===== config.mk =====
export PLATFORM = sky130hd
export DESIGN_NAME = facto_core_flat
export DESIGN_NICKNAME = d
export VERILOG_FILES = /design/src/rtl/facto_core_if.sv /design/src/rtl/facto_core.sv /design/src/flat_wrapper.sv
export SDC_FILE = /design/constraint.sdc
export NUM_CORES = 2
export LEC_CHECK = 0
export ABC_CLOCK_PERIOD_IN_PS = 10000
export CORE_AREA = 8 8 252 303
export CTS_CLUSTER_SIZE = 40
export DETAILED_ROUTE_END_ITERATION = 12
export DIE_AREA = 0 0 260 311
export DONT_BUFFER_PORTS = 1
export SLEW_MARGIN = 10
export SYNTH_ARGS = -nofsm -noshare
export SYNTH_HDL_FRONTEND = slang
export SYNTH_SLANG_ARGS = --single-unit

===== constraint.sdc =====
create_clock -name clk -period 10 [get_ports clk]
set_clock_uncertainty 0.15 [all_clocks]
set_input_delay 2 -clock clk [delete_from_list [all_inputs] [get_ports clk]]
set_output_delay 2 -clock clk [all_outputs]
set_load 0.05 [all_outputs]

===== src/rtl/facto_core_if.sv =====
// facto_core_if: register bus between a host and facto_core.
interface facto_core_if;
    logic        s_sel;
    logic        s_wr;
    logic [15:0] s_addr;
    logic [63:0] s_din;
    logic [63:0] s_dout;
    modport master (output s_sel, s_wr, s_addr, s_din, input s_dout);
    modport slave (input s_sel, s_wr, s_addr, s_din, output s_dout);
endinterface


===== src/rtl/facto_core.sv =====
// facto_core: register-mapped n! engine built from 128-bit shift-and-add multiplies.
// Define FACTO_OVERFLOW_FLAG_EN to add a sticky overflow flag in OPDONE bit2.
module facto_core (
    input  logic        clk,
    input  logic        reset_n,
    facto_core_if.slave bus,
    output logic        interrupt
);
    typedef enum logic [2:0] {IDLE, INIT, MUL, NEXT, DONE} state_t;
    state_t state, state_nx;
    logic opstart, opclear, intren, busy, done, wr, clr, unused_addr;
    logic [7:0] a;
    logic [63:0] operand, cnt, cnt_nx, mplier, mplier_nx, rd;
    logic [127:0] result, acc, mcand, result_nx, acc_nx, mcand_nx;
`ifdef FACTO_OVERFLOW_FLAG_EN
    logic ovf, ovf_nx;
    logic [128:0] sum;
    assign sum = {1'b0, acc} + {1'b0, mcand};
`else
    logic [127:0] sum;
    assign sum = acc + mcand;
`endif
    assign a = bus.s_addr[7:0];
    assign unused_addr = ^bus.s_addr[15:8];
    assign wr = bus.s_sel && bus.s_wr;
    assign clr = wr && a == 8'h08 && bus.s_din[0];
    assign busy = state == INIT || state == MUL || state == NEXT;
    assign done = state == DONE;
    assign interrupt = intren && done;
    always_comb begin
        state_nx = state;
        result_nx = result;
        acc_nx = acc;
        mcand_nx = mcand;
        mplier_nx = mplier;
        cnt_nx = cnt;
`ifdef FACTO_OVERFLOW_FLAG_EN
        ovf_nx = ovf;
`endif
        case (state)
            IDLE: state_nx = (wr && a == 8'h00 && bus.s_din[0]) ? INIT : IDLE;
            INIT: begin
                result_nx = 128'd1;
                cnt_nx = operand;
                acc_nx = '0;
                mcand_nx = 128'd1;
                mplier_nx = operand;
                state_nx = (operand <= 64'd1) ? DONE : MUL;
            end
            MUL: begin
                acc_nx = mplier[0] ? sum[127:0] : acc;
                mcand_nx = mcand << 1;
                mplier_nx = mplier >> 1;
                state_nx = (mplier_nx == 64'd0) ? NEXT : MUL;
`ifdef FACTO_OVERFLOW_FLAG_EN
                // a carry out, or a set bit shifted out while multiplier bits remain, means the true product needs >128 bits
                if ((mplier[0] && sum[128]) || (mcand[127] && mplier[63:1] != 63'd0))
                    ovf_nx = 1'b1;
`endif
            end
            NEXT: begin
                result_nx = acc;
                cnt_nx = cnt - 64'd1;
                acc_nx = '0;
                mcand_nx = acc;
                mplier_nx = cnt_nx;
                state_nx = (cnt_nx <= 64'd1) ? DONE : MUL;
            end
            DONE: state_nx = DONE;
            default: state_nx = IDLE;
        endcase
        if (clr) begin
            state_nx = IDLE;
            result_nx = '0;
`ifdef FACTO_OVERFLOW_FLAG_EN
            ovf_nx = 1'b0;
`endif
        end
    end
    always_ff @(posedge clk or negedge reset_n) begin
        if (!reset_n) begin
            state <= IDLE;
            opstart <= 1'b0;
            opclear <= 1'b0;
            intren <= 1'b0;
            operand <= '0;
            result <= '0;
            acc <= '0;
            mcand <= '0;
            mplier <= '0;
            cnt <= '0;
`ifdef FACTO_OVERFLOW_FLAG_EN
            ovf <= 1'b0;
`endif
        end else begin
            state <= state_nx;
            result <= result_nx;
            acc <= acc_nx;
            mcand <= mcand_nx;
            mplier <= mplier_nx;
            cnt <= cnt_nx;
`ifdef FACTO_OVERFLOW_FLAG_EN
            ovf <= ovf_nx;
`endif
            if (wr && a == 8'h08) opclear <= bus.s_din[0];
            if (wr && a == 8'h18) intren <= bus.s_din[0];
            if (wr && a == 8'h20 && !busy) operand <= bus.s_din;
            if (clr) opstart <= 1'b0;
            else if (wr && a == 8'h00 && state == IDLE) opstart <= bus.s_din[0];
        end
    end
    always_comb begin
        case (a)
            8'h00: rd = {63'd0, opstart};
            8'h08: rd = {63'd0, opclear};
`ifdef FACTO_OVERFLOW_FLAG_EN
            8'h10: rd = {61'd0, ovf, done, busy};
`else
            8'h10: rd = {62'd0, done, busy};
`endif
            8'h18: rd = {63'd0, intren};
            8'h20: rd = operand;
            8'h28: rd = result[127:64];
            8'h30: rd = result[63:0];
            default: rd = '0;
        endcase
    end
    assign bus.s_dout = (bus.s_sel && !bus.s_wr) ? rd : '0;
endmodule


===== src/flat_wrapper.sv =====
// flat-port wrapper written by rule: the top's interface ports become plain ports
module facto_core_flat 
  (clk, reset_n, interrupt, bus_s_sel, bus_s_wr, bus_s_addr, bus_s_din, bus_s_dout);
  facto_core_if bus_i ();
  input  logic clk;
  input  logic reset_n;
  output logic interrupt;
  input wire logic [$bits(bus_i.s_sel)-1:0] bus_s_sel;
  input wire logic [$bits(bus_i.s_wr)-1:0] bus_s_wr;
  input wire logic [$bits(bus_i.s_addr)-1:0] bus_s_addr;
  input wire logic [$bits(bus_i.s_din)-1:0] bus_s_din;
  output wire logic [$bits(bus_i.s_dout)-1:0] bus_s_dout;
  assign bus_i.s_sel = bus_s_sel;
  assign bus_i.s_wr = bus_s_wr;
  assign bus_i.s_addr = bus_s_addr;
  assign bus_i.s_din = bus_s_din;
  assign bus_s_dout = bus_i.s_dout;
  facto_core u_core (.clk(clk), .reset_n(reset_n), .bus(bus_i), .interrupt(interrupt));
endmodule

==> reports/qor.yml <==
end_kind: "output pin"
reg2reg_from: "u_core.mcand[0]"
initialDrtViolationCount: 2646
dieHeight_um: 311
nets: 4091
crit_family: "simple AND/OR/NAND/NOR gates"
hold_buffers: 0
setup_tns_ns: 0
fin_util: 0.5311
area_growth_pct: 7.417
place_hpwl_mm: 83.87
reg2reg_slack_ns: 5.04
synth_top_family_by_area: "compound AO/OA/AOI/OAI gates"
cts-root-buf: "clkbuf_16"
yosys.area_share.simple: 0.1602
cts_resized: 0
start_util: 0.4944
cp.arrival_ns: 4.46
cts_buffer_depth: 3
final_common_cell: "dfrtp_1"
ys_warn_count: 0
syn_area_mm2: 0.03534
fin_hold_ws_ns: 0.3623
cp_cell_sequence: "nor2b_4, buf_4, a21oi_1, nor2_1"
grt_pass1_wl_mm: 184.0
synth_compound_area_frac: 0.2148
synthAdderAreaFrac: 0.04659
rr_worst_depth: 16
async_flop_share: 1.000
final_cell_mix: "dfrtp_1 (580), nand2_1 (511), o21ai_0 (459), nor2_1 (453), a21oi_1 (343)"
synth.distinct_cells: 95
netlist_instances: 4053
dp.cells: 4742
overflow: 0
worstReg2RegEnd: "u_core.acc[122]"
numCtsBuffers: 67
ant_nets: 0
die_width_um: 260
cts_tree: "done"
maxCapViolations: 0
routed_via_density: 6.300
grt_max_degree: 583
internal-power_mw: 5.268
critPathMaxStageDelay_ns: 0.77
min_from: "u_core.mplier[18]"
synth_edf_count: 0
power.share.clock: 0.289
drc: 0
synth_top_area_frac: 0.4121
rows: 108
setup_violations: 0
switching_share: 0.3954
path_clk_slew_ns: 0.06
ys_seq_area_frac: 0.4121
start_kind: "input pin"
synth.mux.area_fraction: 0.08518
drv_slew: 413
synth_top_cell_by_area: "dfrtp_1"
core_mm2: 0.07148
relSlewSlack: -0.7627
period_share: 0.6609
hold_path_end: "u_core.mplier[18]"
layout.cells.non_filler: 4858
hold_violations: 0
htree_levels: 3
syn_area_per_cell_um2: 8.720
wl_mm: 118.9
dr.pass1.iters: 5
synth_xor_area_frac: 0.04609
grt_pass1_vias: 29638
path_buf_inv: 1
cp.required_ns: 7.85
rsz0062_at_grt: "false"
place_congestion: 0.9425
drive_above_1_share: 0.07394
power.net_switching_mw: 3.445
combPwrFrac: 0.344
synth_area_leaders: "dfrtp_1 (41%), o21ai_0 (6.5%), mux2i_1 (5.5%)"
io_buffers: 0
io_pins: 149
status: "complete, but fails checks"
p_per_area_mw_per_mm2: 229.5
fin_crit_ns: 6.609
synth_ff_type: "dfrtp_1"
holdCritPathClass: "flop to flop"
ir_drop_mv: 0.2106
insertion_delay_ns: 0.62
hold_depth: 2
num-fill-cells: 6743
syn_nets: 4268
seq_power_share: 0.368
tightest_slew_ns: 2.644
cp_slowest_cell: "nor2_1"
worstSetupPathType: "input pin to output pin"
synth-seq-cells: 582
cts_sinks: 582
avgRoutedWirePerCell_um: 24.47
antenna_found_initial: 5
die_area_mm2: 0.08086
fmax_mhz: 151.3
post_cts_buffers: 0
grtUsageTotal: 0.2885
violations: "max-slew violations"
vias: 30605
cp_max_fo: 73
p_leak_nw: 15.94
[how the worst max path moves through the flow]
stage,startpoint,endpoint,depth (start not counted)
2_1_floorplan,bus_s_addr[4],bus_s_dout[44],7
3_3_place_gp,bus_s_addr[4],bus_s_dout[13],4
3_5_place_dp,bus_s_addr[4],bus_s_dout[13],4
4_1_cts,bus_s_addr[4],bus_s_dout[13],4
5_1_grt,bus_s_addr[4],bus_s_dout[13],4
6_report,bus_s_addr[4],bus_s_dout[14],4
[logic make-up after synthesis]
| kind of cell | count (synthesis) |
|---|---|
| XOR/XNOR | 186 |
| multiplexers | 288 |
| adder cells (fa/ha/maj) | 131 |
| AND/OR/NAND/NOR | 1288 |
| flip-flops | 582 |
| buffers and inverters | 321 |
| AO/OA/AOI/OAI | 1257 |
[per-layer routing]
| metal | GRT usage | share of wire | vias up |
|---|---|---|---|
| met3 | 0.05158 | 0.069 | 212 |
| li1 | - | - | 14165 |
| met2 | 0.4538 | 0.46 | 925 |
| met5 | 0 | 0 | - |
| met1 | 0.3942 | 0.43 | 15303 |
| met4 | 0.1062 | 0.040 | 0 |
[metrics by stage]
step / area [um2] / total power [mW] / setup slack (ns)
finish: 37960 / 8.712 / 3.391
global route: 37960 / 9.181 / 3.418
CTS: 37960 / 8.728 / 3.583
detailed placement: 35770 / 6.195 / 3.582
global placement: 35770 / 6.159 / 3.614
floorplan: 35340 / 5.237 / 3.782
[final cells by class]
type	count	area (um2)	area share
Inverter	44	165.2	0.004350
Timing Repair Buffer	31	245.2	0.006460
Clock inverter	21	249.0	0.006559
Multi-Input combinational cell	3150	19620	0.5168
Clock buffer	94	1941	0.05112
Antenna cell	1	2.502	0.00006592
Sequential cell	582	14570	0.3838
Tap cell	935	1170	0.03082
[sequential cells by signal (all words and copies together), names as in the netlist]
signal / count
u_core.acc: 128
u_core.mcand: 128
u_core.result: 128
u_core.cnt: 64
u_core.mplier: 64
u_core.operand: 64
u_core.state: 3
u_core.intren: 1
u_core.opclear: 1
u_core.opstart: 1
[power groups by stage]
stage | Sequential, mW | Combinational [mW] | Clock, mW
finish | 3.20 | 2.99 | 2.52
global route | 3.23 | 3.30 | 2.65
CTS | 3.19 | 2.98 | 2.55
detailed placement | 3.23 | 2.97 | 0
global placement | 3.23 | 2.93 | 0
floorplan | 2.96 | 2.28 | 0
[worst reg2reg max path, cell delays in order (launching register included)]
cell	delay [ns]
dfrtp_1	0.40
ha_1	0.26
fa_1	0.45
a211oi_2	0.23
o21ai_1	0.15
a31oi_1	0.47
nor2_2	0.14
a2111oi_1	0.90
o31ai_1	0.16
buf_4	0.22
a21oi_1	0.26
o21ai_1	0.21
a31oi_1	0.21
o21ai_1	0.14
a31oi_1	0.24
xor2_1	0.16
o21ai_0	0.08
[cells in the mapped netlist (33+ instances only)]
cell type  instances
inv_1             43
ha_1             130
mux2_2            92
clkbuf_1         243
nor3_1            53
xnor2_1          114
o21bai_1          40
nor4_1            51
nand4_1           71
xor2_1            72
a22oi_1          167
nand2_1          516
nand3_1           33
o21ai_0          459
a21oi_1          343
nor2_1           455
mux2i_1          195
a21o_1            52
dfrtp_1          582
Power figures use the tool's default switching activity.
